==> src/rtl/id_ex_stage_pkg.sv <==
// Shared definitions for the decode/issue stage: widths, instruction field
// positions, opcode / function / element-width constants and decode helpers.
// Instruction bit k of the ISA numbering (bit 0 = MSB) is if_instr[31-k] here,
// so the opcode sits in [31:26], rD in [25:21], rA in [20:16], rB in [15:11],
// WW in [7:6], function in [5:0] and the immediate in [15:0].
package id_ex_stage_pkg;

   localparam int unsigned INSTR_W = 32;
   localparam int unsigned DATA_W  = 64;
   localparam int unsigned RADDR_W = 5;
   localparam int unsigned OPC_W   = 6;
   localparam int unsigned FN_W    = 6;
   localparam int unsigned WW_W    = 2;
   localparam int unsigned IMM_W   = 16;

   localparam int unsigned OPC_LSB = 26;
   localparam int unsigned RD_LSB  = 21;
   localparam int unsigned RA_LSB  = 16;
   localparam int unsigned RB_LSB  = 11;
   localparam int unsigned WW_LSB  = 6;
   localparam int unsigned FN_LSB  = 0;
   localparam int unsigned IMM_LSB = 0;

   localparam logic [OPC_W-1:0] OPC_R_ALU     = 6'b101010;
   localparam logic [OPC_W-1:0] OPC_LOAD      = 6'b100000;
   localparam logic [OPC_W-1:0] OPC_STORE     = 6'b100001;
   localparam logic [OPC_W-1:0] OPC_BRANCH_EZ = 6'b100010;
   localparam logic [OPC_W-1:0] OPC_BRANCH_NZ = 6'b100011;
   localparam logic [OPC_W-1:0] OPC_NOP       = 6'b111100;

   localparam logic [FN_W-1:0] FN_VAND  = 6'b000001;
   localparam logic [FN_W-1:0] FN_VOR   = 6'b000010;
   localparam logic [FN_W-1:0] FN_VXOR  = 6'b000011;
   localparam logic [FN_W-1:0] FN_VNOT  = 6'b000100;
   localparam logic [FN_W-1:0] FN_VMOV  = 6'b000101;
   localparam logic [FN_W-1:0] FN_VADD  = 6'b000110;
   localparam logic [FN_W-1:0] FN_VSUB  = 6'b000111;
   localparam logic [FN_W-1:0] FN_VDIV  = 6'b001110;
   localparam logic [FN_W-1:0] FN_VMOD  = 6'b001111;
   localparam logic [FN_W-1:0] FN_VSQRT = 6'b010010;

   localparam logic [WW_W-1:0] WW_B = 2'b00;
   localparam logic [WW_W-1:0] WW_H = 2'b01;
   localparam logic [WW_W-1:0] WW_W32 = 2'b10;
   localparam logic [WW_W-1:0] WW_D = 2'b11;

   typedef enum logic [1:0] {
      ST_IDLE     = 2'd0,
      ST_MC_WAIT  = 2'd1,
      ST_LU_STALL = 2'd2
   } hz_state_e;

   // Decoded fields carried into the ID/EX register
   typedef struct packed {
      logic [OPC_W-1:0]   op;
      logic [FN_W-1:0]    fn;
      logic [WW_W-1:0]    ww;
      logic [RADDR_W-1:0] rd;
      logic [IMM_W-1:0]   imm;
   } dec_fields_t;

   function automatic logic op_known(input logic [OPC_W-1:0] op);
      return (op == OPC_R_ALU) || (op == OPC_LOAD) || (op == OPC_STORE) ||
             (op == OPC_BRANCH_EZ) || (op == OPC_BRANCH_NZ) || (op == OPC_NOP);
   endfunction

   // Opcodes whose second source comes from the rD field
   function automatic logic rb_from_rd(input logic [OPC_W-1:0] op);
      return (op == OPC_STORE) || (op == OPC_BRANCH_EZ) || (op == OPC_BRANCH_NZ);
   endfunction

   function automatic logic rb_used(input logic [OPC_W-1:0] op);
      return (op == OPC_R_ALU) || rb_from_rd(op);
   endfunction

   function automatic logic fn_multicycle(input logic [FN_W-1:0] fn);
      return (fn == FN_VDIV) || (fn == FN_VMOD) || (fn == FN_VSQRT);
   endfunction

   // Unknown opcodes collapse to NOP so nothing downstream ever sees them
   function automatic dec_fields_t decode(input logic [INSTR_W-1:0] instr);
      dec_fields_t d;
      d     = '0;
      d.op  = instr[OPC_LSB +: OPC_W];
      if (!op_known(d.op)) d.op = OPC_NOP;
      d.fn  = instr[FN_LSB +: FN_W];
      d.ww  = instr[WW_LSB +: WW_W];
      d.rd  = instr[RD_LSB +: RADDR_W];
      d.imm = instr[IMM_LSB +: IMM_W];
      return d;
   endfunction

endpackage

==> src/rtl/id_ex_stage_hazard_unit.sv <==
// id_hazard_unit: load-use / writeback-conflict stall detection, multi-cycle
// ALU occupancy counter, stage FSM and if_ready generation.
module id_hazard_unit
   import id_ex_stage_pkg::*;
#(
   parameter int unsigned MC_LAT = 4
)(
   input  logic               clk,
   input  logic               reset,
   input  logic               flush,
   input  logic               if_valid,
   input  logic [OPC_W-1:0]   dec_op,
   input  logic [FN_W-1:0]    dec_fn,
   input  logic [RADDR_W-1:0] ra_addr,
   input  logic [RADDR_W-1:0] rb_addr,
   input  logic               rb_use,
   input  logic               wb_stall_c,
   input  logic               ex_valid,
   input  logic [OPC_W-1:0]   ex_op,
   input  logic [RADDR_W-1:0] ex_rd,
   output logic               if_ready,
   output logic               issue_c,
   output logic               hold_c
);

   localparam int unsigned CNT_W = (MC_LAT > 2) ? $clog2(MC_LAT) : 1;
   localparam logic [CNT_W-1:0] MC_LOAD = CNT_W'(MC_LAT - 1);

   hz_state_e        state, state_nx;
   logic [CNT_W-1:0] count, count_nx;
   logic             lu_hit_c, stall_c, mc_issue_c;

   // Hazard compare, ready and issue qualification
   always_comb begin
      lu_hit_c   = ex_valid && (ex_op == OPC_LOAD) &&
                   ((ex_rd == ra_addr) || (rb_use && (ex_rd == rb_addr)));
      stall_c    = if_valid && (dec_op != OPC_NOP) && (lu_hit_c || wb_stall_c);
      hold_c     = (count != '0);
      if_ready   = flush || (!hold_c && !stall_c);
      issue_c    = if_valid && if_ready && !flush;
      mc_issue_c = issue_c && (dec_op == OPC_R_ALU) && fn_multicycle(dec_fn);
   end

   // Next state and counter; flush overrides everything
   always_comb begin
      state_nx = state;
      count_nx = count;
      case (state)
         ST_IDLE: begin
            if (mc_issue_c) begin
               state_nx = ST_MC_WAIT;
               count_nx = MC_LOAD;
            end else if (stall_c) begin
               state_nx = ST_LU_STALL;
            end
         end
         ST_LU_STALL: begin
            if (mc_issue_c) begin
               state_nx = ST_MC_WAIT;
               count_nx = MC_LOAD;
            end else begin
               state_nx = ST_IDLE;
            end
         end
         ST_MC_WAIT: begin
            if (hold_c) begin
               count_nx = count - CNT_W'(1);
            end else if (mc_issue_c) begin
               count_nx = MC_LOAD;
            end else begin
               state_nx = ST_IDLE;
            end
         end
         default: begin
            state_nx = ST_IDLE;
            count_nx = '0;
         end
      endcase
      if (flush) begin
         state_nx = ST_IDLE;
         count_nx = '0;
      end
   end

   // State and counter registers
   always_ff @(posedge clk) begin
      if (!reset) begin
         state <= ST_IDLE;
         count <= '0;
      end else begin
         state <= state_nx;
         count <= count_nx;
      end
   end

endmodule

==> src/rtl/id_ex_stage.sv <==
// id_ex_stage: decode/issue with ID/EX pipeline register feeding the vector
// ALU. Optional macro ID_EX_WB_BYPASS_EN forwards the writeback port into the
// operands; without it a writeback/read address conflict costs a one-cycle
// bubble and the read is retried from the register file.
module id_ex_stage
   import id_ex_stage_pkg::*;
#(
   parameter int unsigned MC_LAT = 4
)(
   input  logic               clk,
   input  logic               reset,
   input  logic               if_valid,
   input  logic [INSTR_W-1:0] if_instr,
   output logic               if_ready,
   input  logic               flush,
   output logic [RADDR_W-1:0] rf_rA_addr,
   output logic [RADDR_W-1:0] rf_rB_addr,
   input  logic [DATA_W-1:0]  rf_rA_data,
   input  logic [DATA_W-1:0]  rf_rB_data,
   input  logic               wb_en,
   input  logic [RADDR_W-1:0] wb_addr,
   input  logic [DATA_W-1:0]  wb_data,
   output logic               ex_valid,
   output logic               ex_busy,
   output logic [OPC_W-1:0]   ex_Op_code,
   output logic [FN_W-1:0]    ex_R_ins,
   output logic [WW_W-1:0]    ex_WW,
   output logic [RADDR_W-1:0] ex_rD,
   output logic [IMM_W-1:0]   ex_imm,
   output logic [DATA_W-1:0]  ex_rA_val,
   output logic [DATA_W-1:0]  ex_rB_val
);

   dec_fields_t       dec_c;
   logic              rb_use_c;
   logic              wb_hit_a_c, wb_hit_b_c, wb_stall_c;
   logic [DATA_W-1:0] ra_val_c, rb_val_c;
   logic              issue_c, hold_c;

   // Field decode and register-file read addresses
   always_comb begin
      dec_c      = decode(if_instr);
      rb_use_c   = rb_used(dec_c.op);
      rf_rA_addr = if_instr[RA_LSB +: RADDR_W];
      rf_rB_addr = rb_from_rd(dec_c.op) ? if_instr[RD_LSB +: RADDR_W]
                                        : if_instr[RB_LSB +: RADDR_W];
   end

   // Writeback conflict: forward it, or turn it into a stall request
   always_comb begin
      wb_hit_a_c = wb_en && (wb_addr == rf_rA_addr);
      wb_hit_b_c = wb_en && (wb_addr == rf_rB_addr);
`ifdef ID_EX_WB_BYPASS_EN
      ra_val_c   = wb_hit_a_c ? wb_data : rf_rA_data;
      rb_val_c   = wb_hit_b_c ? wb_data : rf_rB_data;
      wb_stall_c = 1'b0;
`else
      ra_val_c   = rf_rA_data;
      rb_val_c   = rf_rB_data;
      wb_stall_c = wb_hit_a_c || (rb_use_c && wb_hit_b_c);
`endif
   end

`ifndef ID_EX_WB_BYPASS_EN
   logic [DATA_W-1:0] unused_wb_data;
   assign unused_wb_data = wb_data;
`endif

   id_hazard_unit #(.MC_LAT(MC_LAT)) u_hazard (
      .clk        (clk),
      .reset      (reset),
      .flush      (flush),
      .if_valid   (if_valid),
      .dec_op     (dec_c.op),
      .dec_fn     (dec_c.fn),
      .ra_addr    (rf_rA_addr),
      .rb_addr    (rf_rB_addr),
      .rb_use     (rb_use_c),
      .wb_stall_c (wb_stall_c),
      .ex_valid   (ex_valid),
      .ex_op      (ex_Op_code),
      .ex_rd      (ex_rD),
      .if_ready   (if_ready),
      .issue_c    (issue_c),
      .hold_c     (hold_c)
   );

   // ID/EX register: reset > flush > multi-cycle hold > issue > bubble
   always_ff @(posedge clk) begin
      if (!reset) begin
         ex_valid   <= 1'b0;
         ex_busy    <= 1'b0;
         ex_Op_code <= OPC_NOP;
         ex_R_ins   <= '0;
         ex_WW      <= '0;
         ex_rD      <= '0;
         ex_imm     <= '0;
         ex_rA_val  <= '0;
         ex_rB_val  <= '0;
      end else if (flush) begin
         ex_valid   <= 1'b0;
         ex_busy    <= 1'b0;
         ex_Op_code <= OPC_NOP;
      end else if (hold_c) begin
         ex_valid   <= 1'b0;
         ex_busy    <= 1'b1;
      end else if (issue_c) begin
         ex_valid   <= 1'b1;
         ex_busy    <= 1'b0;
         ex_Op_code <= dec_c.op;
         ex_R_ins   <= dec_c.fn;
         ex_WW      <= dec_c.ww;
         ex_rD      <= dec_c.rd;
         ex_imm     <= dec_c.imm;
         ex_rA_val  <= ra_val_c;
         ex_rB_val  <= rb_val_c;
      end else begin
         ex_valid   <= 1'b0;
         ex_busy    <= 1'b0;
         ex_Op_code <= OPC_NOP;
      end
   end

endmodule

==> config.mk <==
export PLATFORM = sky130hd
export DESIGN_NAME = id_ex_stage
export DESIGN_NICKNAME = d
export VERILOG_FILES = /design/src/rtl/id_ex_stage_pkg.sv /design/src/rtl/id_ex_stage_hazard_unit.sv /design/src/rtl/id_ex_stage.sv
export SDC_FILE = /design/constraint.sdc
export NUM_CORES = 1
export LEC_CHECK = 0
export BUFFER_PORTS_ARGS = -buffer_cell sky130_fd_sc_hd__clkbuf_2
export CELL_PAD_IN_SITES_DETAIL_PLACEMENT = 0
export CELL_PAD_IN_SITES_GLOBAL_PLACEMENT = 1
export CORE_AREA = 2 2 159 161
export DETAILED_ROUTE_END_ITERATION = 8
export DIE_AREA = 0 0 161 163
export HOLD_SLACK_MARGIN = 0.1
export PLACE_DENSITY = 0.85
export SLEW_MARGIN = 10
export SYNTH_ARGS = -nofsm -noshare
export SYNTH_HDL_FRONTEND = slang
export SYNTH_SLANG_ARGS = --single-unit
==> constraint.sdc <==
create_clock -name clk -period 3.1 [get_ports clk]
set_clock_uncertainty 0.15 [all_clocks]
set_input_delay 0.31 -clock clk [delete_from_list [all_inputs] [get_ports clk]]
set_output_delay 0.31 -clock clk [all_outputs]
set_load 0.05 [all_outputs]
==> results of run 1 <==
sequential cells by signal (all words and copies together) (netlist names), 2 cells and up:
register        flops
ex_imm             10
ex_rD               5
ex_rA_val          64
ex_rB_val          64
ex_Op_code          6
u_hazard.state      2
u_hazard.count      2
ex_R_ins            5
final timing paths:
path | startpoint | end | slack [ns] | cells after the start
min reg2reg | ex_rA_val[51] | ex_rA_val[51] | 0.30 | 2
max reg2reg | ex_rD[2] | ex_rB_val[30] | 0.43 | 10
max | if_instr[22] | if_ready | 0.07 | 10
min | flush | u_hazard.state[1] | 0.16 | 3
per-layer routing:
layer,GRT usage [%],share of wire [%],vias up
met3,4.278,6.0,41
met5,0,0,-
met2,30.12,50,273
met4,7.062,3.0,0
li1,-,-,3580
met1,18.66,41,3309
cell usage after synthesis (all sizes together), types with 4 or more instances:
master | n | area share [%]
nand2 | 306 | 16
xor2 | 8 | 1.0
nand2b | 8 | 0.71
a21oi | 12 | 0.85
nand3 | 4 | 0.28
inv | 14 | 0.75
dfxtp | 161 | 46
buf | 31 | 3.1
clkbuf | 34 | 1.8
mux2i | 151 | 22
and3 | 6 | 0.53
nor4 | 6 | 0.75
nor2 | 8 | 0.53
o21ai | 7 | 0.50
power by group:
group / switching, uW / total (uW) / internal (uW) / leakage [uW]
clock: 953 / 2130 / 1180 / 0.000286
combinational: 747 / 1180 / 432 / 0.00368
sequential: 59.4 / 2230 / 2170 / 0.00132
logic make-up (layout without fill, tap and decap cells):
| group | after synthesis | in the layout | share of synthesized area, % |
|---|---|---|---|
| AOI/OAI and AO/OA | 45 | 45 | 4.521 |
| xor gates and xnor gates | 11 | 11 | 1.371 |
| buffers and inverters | 79 | 566 | 5.696 |
| DFF | 161 | 161 | 45.85 |
| muxes | 152 | 152 | 21.66 |
| and+or+nand+nor | 355 | 355 | 20.90 |
through the flow:
step	TNS, ns	std cells	hold WS, ns	cell area, sq um	worst slack (ns)
2_1_floorplan	0	803	0.2934	7033	0.09238
3_3_place_gp	0	1439	0.2918	9141	0.05913
3_5_place_dp	0	1439	0.2955	9141	0.06206
4_1_cts	0	1620	0.1301	11220	0.01340
5_1_grt	-0.006956	1620	0.1785	11240	-0.006956
6_report	0	1620	0.1614	11240	0.07042
layout make-up:
class / instances / area (sq um) / share of cell area, %
well taps: 330 / 412.9 / 3.673
multi-input cells: 563 / 3426 / 30.47
repair buffers: 520 / 3537 / 31.46
clock inverters: 13 / 137.6 / 1.224
flip-flops and latches: 161 / 3223 / 28.67
clock buffers: 19 / 452.9 / 4.029
inverters: 14 / 52.55 / 0.4674
worst reg2reg max path, delay by kind of cell, from the launching register on:
kind | cells | cell delay [ns]
multiplexers | 1 | 0.23
flip-flops | 1 | 0.50
AO/OA/AOI/OAI | 4 | 0.79
buffers and inverters | 3 | 0.60
AND/OR/NAND/NOR | 2 | 0.33
timing repair:
| item | in CTS | in global routing |
|---|---|---|
| pin swaps | 1 | 1 |
| setup endpoints to repair | 1 | 1 |
| hold buffers | 149 | 0 |
| resized for setup | 1 | 8 |
| endpoints found under the hold margin | 149 | 0 |
==> run metrics, run 1 <==
Die ar.=26,240 sq um; final hold violation count=0; fin util=45.56%; CP Launch Type=input pin; CTS clk-pin slew, worst paths=0.06 ns; DR vias=7,203; Top Family by Delay on Critical Path=compound AO/OA/AOI/OAI gates; commonest non-fill, non-tap cell in the layout=clkbuf_2; kind of critical path=input pin to primary output; vias in the first global route=7,141; status=completed; Initial DRC Count=405; Slew Viols, Final=0; initial antenna violation count=0; Final setup viols=0; Tmin final=3.030 ns; Max VDD drop=0.0002700 V; CTS H-tree lvls=4; post-synth cell types=51; GPL Wtd Cong=0.8899; WL final=22.79 mm; power per cell area=492.9 nW/um^2; HPWL Detailed=15.20 mm; Hold/Removal Path Class=input pin to flop; Root Driver=clkbuf_16; final period utilization=97.73%; cell count after synthesis=about 800; CTS Sinks=161; synthesized area=7029 sq um; Synth Flop Type=dfxtp_1; die height=163 um; CP max stage cell=dlygate4sd3_1; IO Count=410; flops & latches, synth=161; port bufs=345; Leak Pwr=0.005278 uW; Worst Tran Pin Value=0.5988 ns; Total Power=between 5000 and 6000 uW; DRC=0; WP data required=2.64 ns; Seq/Total Area, Yosys=45.85%; Cell Rows=58; DR WL/cell=about 14 um; CTS buffer count=17; TritonCTS clock tree=done; GRT Total Usage=16.70%; CP peak stage delay=0.55 ns; syn_nets=around 1.0k; CTS Buffer Depth=2; Arr. time, crit path=2.57 ns; crit-path max FO=4; Post-synth ARST share=0%; FMAX=between 300 and 400 MHz; Core ar.=24,670 sq um; crit path cell chain=dlygate4sd3_1 > clkbuf_2 > nand2b_1 > a22oi_1 > a211o_1 > a2111oi_2 > a32o_2 > nor2_1 > a21o_1 > buf_4; critical path capture point type=primary output; ANT cells=0; fillers=2,331; post-CTS setup buffers=0; Via density=4.446; Die Wd=161 um; number of flops mapped to enable cells by yosys=0; antenna viol nets, final=0; worst skew pair latency=~0.41 ns; max_slew headroom=between 50% and 60%; first-pass GRT wire length=35.51 mm; Final nets=approximately 1.5k; most frequent cells in the layout=clkbuf_2 (343), nand2_1 (306), dfxtp_1 (161), mux2i_1 (151), dlygate4sd3_1 (149); syn_area_per_cell=8.754 sq um; drt first pass iters=6; area delta synth->final=59.93%; layout cell share with drive strength beyond 1=32.09%; initial core utilization=28.49%; largest net degree at the start of global routing=112; Max Cap Viol=0; Buf/Inv on CP=3; Overflow after GRT=0; Ys Warns=0
Power figures use the tool's default switching activity.
==> run 2: changes to the inputs <==
CORE_AREA = 2 2 158 160   (was 2 2 159 161)
DIE_AREA = 0 0 160 162   (was 0 0 161 163)
PLACE_DENSITY = 0.86   (was 0.85)
clock period = 3.8 ns   (was 3.1 ns; I/O delays follow)
==> run 2 against run 1 <==
Against the previous run: via count decreased by 1.2%; cell count decreased by 1.6%; non-clock buffer count decreased by 20; setup slack improved by 0.40 ns; utilization increased by 0.056 points; die area decreased by 1.2%; sequential cell count unchanged; total power decreased by 19%; sequential power decreased by 18%; critical path type unchanged.
==> run metrics, run 2 (synthesized netlist as in run 1, its figures left out) <==
initial core utilization=29.16% (+0.67 points); ANT cells=0 (unchanged); clock power share=38.5% (about the same); Hold EP=ex_imm[14]; WL final=22.79 mm (about the same); CTS Sinks=161 (unchanged); Reg power frac=40.6% (+0.4 points); reg-to-reg setup timing slack=1.05 ns (+0.62 ns); post-CTS setup buffers=0 (unchanged); Die Wd=160 um (-0.62%); Regs by FF count=ex_rA_val x64, ex_rB_val x64, ex_imm x10; HPWL Detailed=14.80 mm (-2.6%); Hold Path Origin=if_instr[14]; crit path cell chain=dlygate4sd3_1 > clkbuf_2 > inv_1 > a221oi_1 > o21ai_0 > a2111oi_0 > a32o_1 > nor2_1 > a21o_1 > clkbuf_2; Worst Tran Pin Value=0.6981 ns (+0.09937 ns); CTS buffer count=17 (unchanged); initial antenna violation count=0 (unchanged); TritonCTS clock tree=done; status=completed; Arr. time, crit path=2.80 ns (+0.23 ns); critical path capture point type=primary output; Max Cap Viol=0 (unchanged); met2 WL=11.63 mm (+1.9%); power per cell area=407.1 nW/um^2 (-17%); CP max stage cell=dlygate4sd3_1; antenna viol nets, final=0 (unchanged); fin util=45.62% (+0.056 points); crit-path max FO=3 (-1); IO Count=410 (unchanged); GRT Total Usage=17.01% (+0.31 points); CP Launch Type=input pin; commonest non-fill, non-tap cell in the layout=clkbuf_2; final hold violation count=0 (unchanged); P_int=3049 uW (-19%); Top cell by count, worst path=clkbuf_2; max_slew headroom=53.46% (-6.5 points); CTS Buffer Depth=2 (unchanged); Max VDD drop=0.0002027 V (-25%); Leak Pwr=0.005147 uW (-2.5%); DRC=0 (unchanged); Hold/Removal Path Class=input pin to flop; final period utilization=about 90%; DR WL/cell=14.29 um (+1.6%); switching portion of total power=31.89% (+0.14 points); WL met1=9.143 mm (-1.9%); CTS H-tree lvls=4 (unchanged); Final nets=1,491 (-1.3%); kind of critical path=input pin to primary output; WP data required=3.27 ns (+0.63 ns); Core ar.=24,110 sq um (-2.3%); Tmin final=3.333 ns; RR Endpoint=ex_rA_val[3]; GPL Wtd Cong=0.8451 (-5.0%); routed length on met3=1.404 mm (+2.0%); Final setup viols=0 (unchanged); CP peak stage delay=0.55 ns (about the same); first-pass GRT wire length=35.94 mm (+1.2%); Initial DRC Count=375 (-7.4%); layout cell share with drive strength beyond 1=30.71% (-1.4 points); Die ar.=25,920 sq um (-1.2%); Overflow after GRT=0 (unchanged); r2r worst-path depth=9 (-1); fillers=2,343 (+0.51%); Via density=4.465 (+0.42%); RSZ-0062 raised after global routing=no; CTS clk-pin slew, worst paths=0.06 ns (about the same); Psw=1428 uW (-19%); Slew Viols, Final=0 (unchanged); DR vias=7,117 (-1.2%); die height=162 um (-0.61%); most frequent cells in the layout=clkbuf_2 (344), nand2_1 (306), dfxtp_1 (161), mux2i_1 (151), dlygate4sd3_1 (148); Hold Path Depth=3 (unchanged); drt first pass iters=6 (unchanged); Cell Rows=57 (-1.7%); Root Driver=clkbuf_16; FMAX=roughly 300 MHz; worst skew pair latency=0.41 ns (about the same); top sig layer=met4; FF-to-FF Start=ex_rD[2]; Comb power frac=20.9% (-0.4 points); vias in the first global route=7,294 (+2.1%); area delta synth->final=56.44%; setup TNS=0 ns (unchanged); largest net degree at the start of global routing=112 (unchanged); port bufs=345 (unchanged)
## run 2: cell types whose count changed in the layout (fill, tap and decap cells not counted), sizes merged
cell / before / now
buf: 27 / 7
clkinv: 2 / 4
clkinvlp: 2 / 3
dlygate4sd3: 149 / 148
inv: 22 / 20
## run 2: power by group through the flow
stage	combinational, uW	sequential, uW	clock [uW]
after floorplan	290	2130	0
after global placement	798	1850	0
after detailed placement	807	1850	0
after CTS	931	1820	1780
after global routing	993	1830	1850
final	937	1820	1720
## run 2: routing by layer
layer  GRT usage (%)  vias up
met3           4.111       42
met4           7.289        0
met2           31.19      274
met5               0        -
met1           18.77     3262
li1                -     3539
## run 2: stage by stage
stage / instances / hold slack [ns] / setup WS (ns) / power [uW] / cell area, sq um
finish: 1594 / 0.1576 / 0.4668 / 4477 / 11000
global route: 1594 / 0.1408 / 0.2362 / 4667 / 11000
CTS: 1593 / 0.1023 / 0.4784 / 4526 / 10990
detailed placement: 1414 / 0.2955 / 0.5329 / 2660 / 8925
global placement: 1414 / 0.2916 / 0.5246 / 2648 / 8925
floorplan: 803 / 0.2934 / 0.1281 / 2423 / 7029
## run 2: cell type report
| class | count | area (sq um) | share of cell area (%) |
|---|---|---|---|
| clock buffer | 18 | 439.2 | 3.994 |
| clock inverter | 14 | 151.4 | 1.377 |
| sequential | 161 | 3223 | 29.31 |
| timing repair buffer | 500 | 3319 | 30.19 |
| multi-input combinational | 563 | 3406 | 30.97 |
| tap | 324 | 405.4 | 3.686 |
| inverter | 14 | 52.55 | 0.4779 |
## run 2: what timing repair did
| item | in CTS | in global routing |
|---|---|---|
| hold endpoints to repair | 147 | 1 |
| hold buffers | 147 | 1 |
| setup endpoints to repair | 0 | 0 |
| resized for setup | 0 | 0 |
## run 2: worst max-delay path by stage
| stage | start | endpoint | depth (start not counted) |
|---|---|---|---|
| after global routing | if_instr[23] | if_ready | 10 |
| after floorplan | if_instr[26] | ex_R_ins[0] | 9 |
| after global placement | if_instr[28] | if_ready | 9 |
| after CTS | if_instr[23] | if_ready | 10 |
| final | if_instr[23] | if_ready | 10 |
| after detailed placement | if_instr[28] | ex_rB_val[45] | 10 |
## run 2: critical path, delay by kind of cell
kind,cells,cell delay (ns)
AOI/OAI and AO/OA,5,1.34
buffers and inverters,4,1.00
and+or+nand+nor,1,0.08
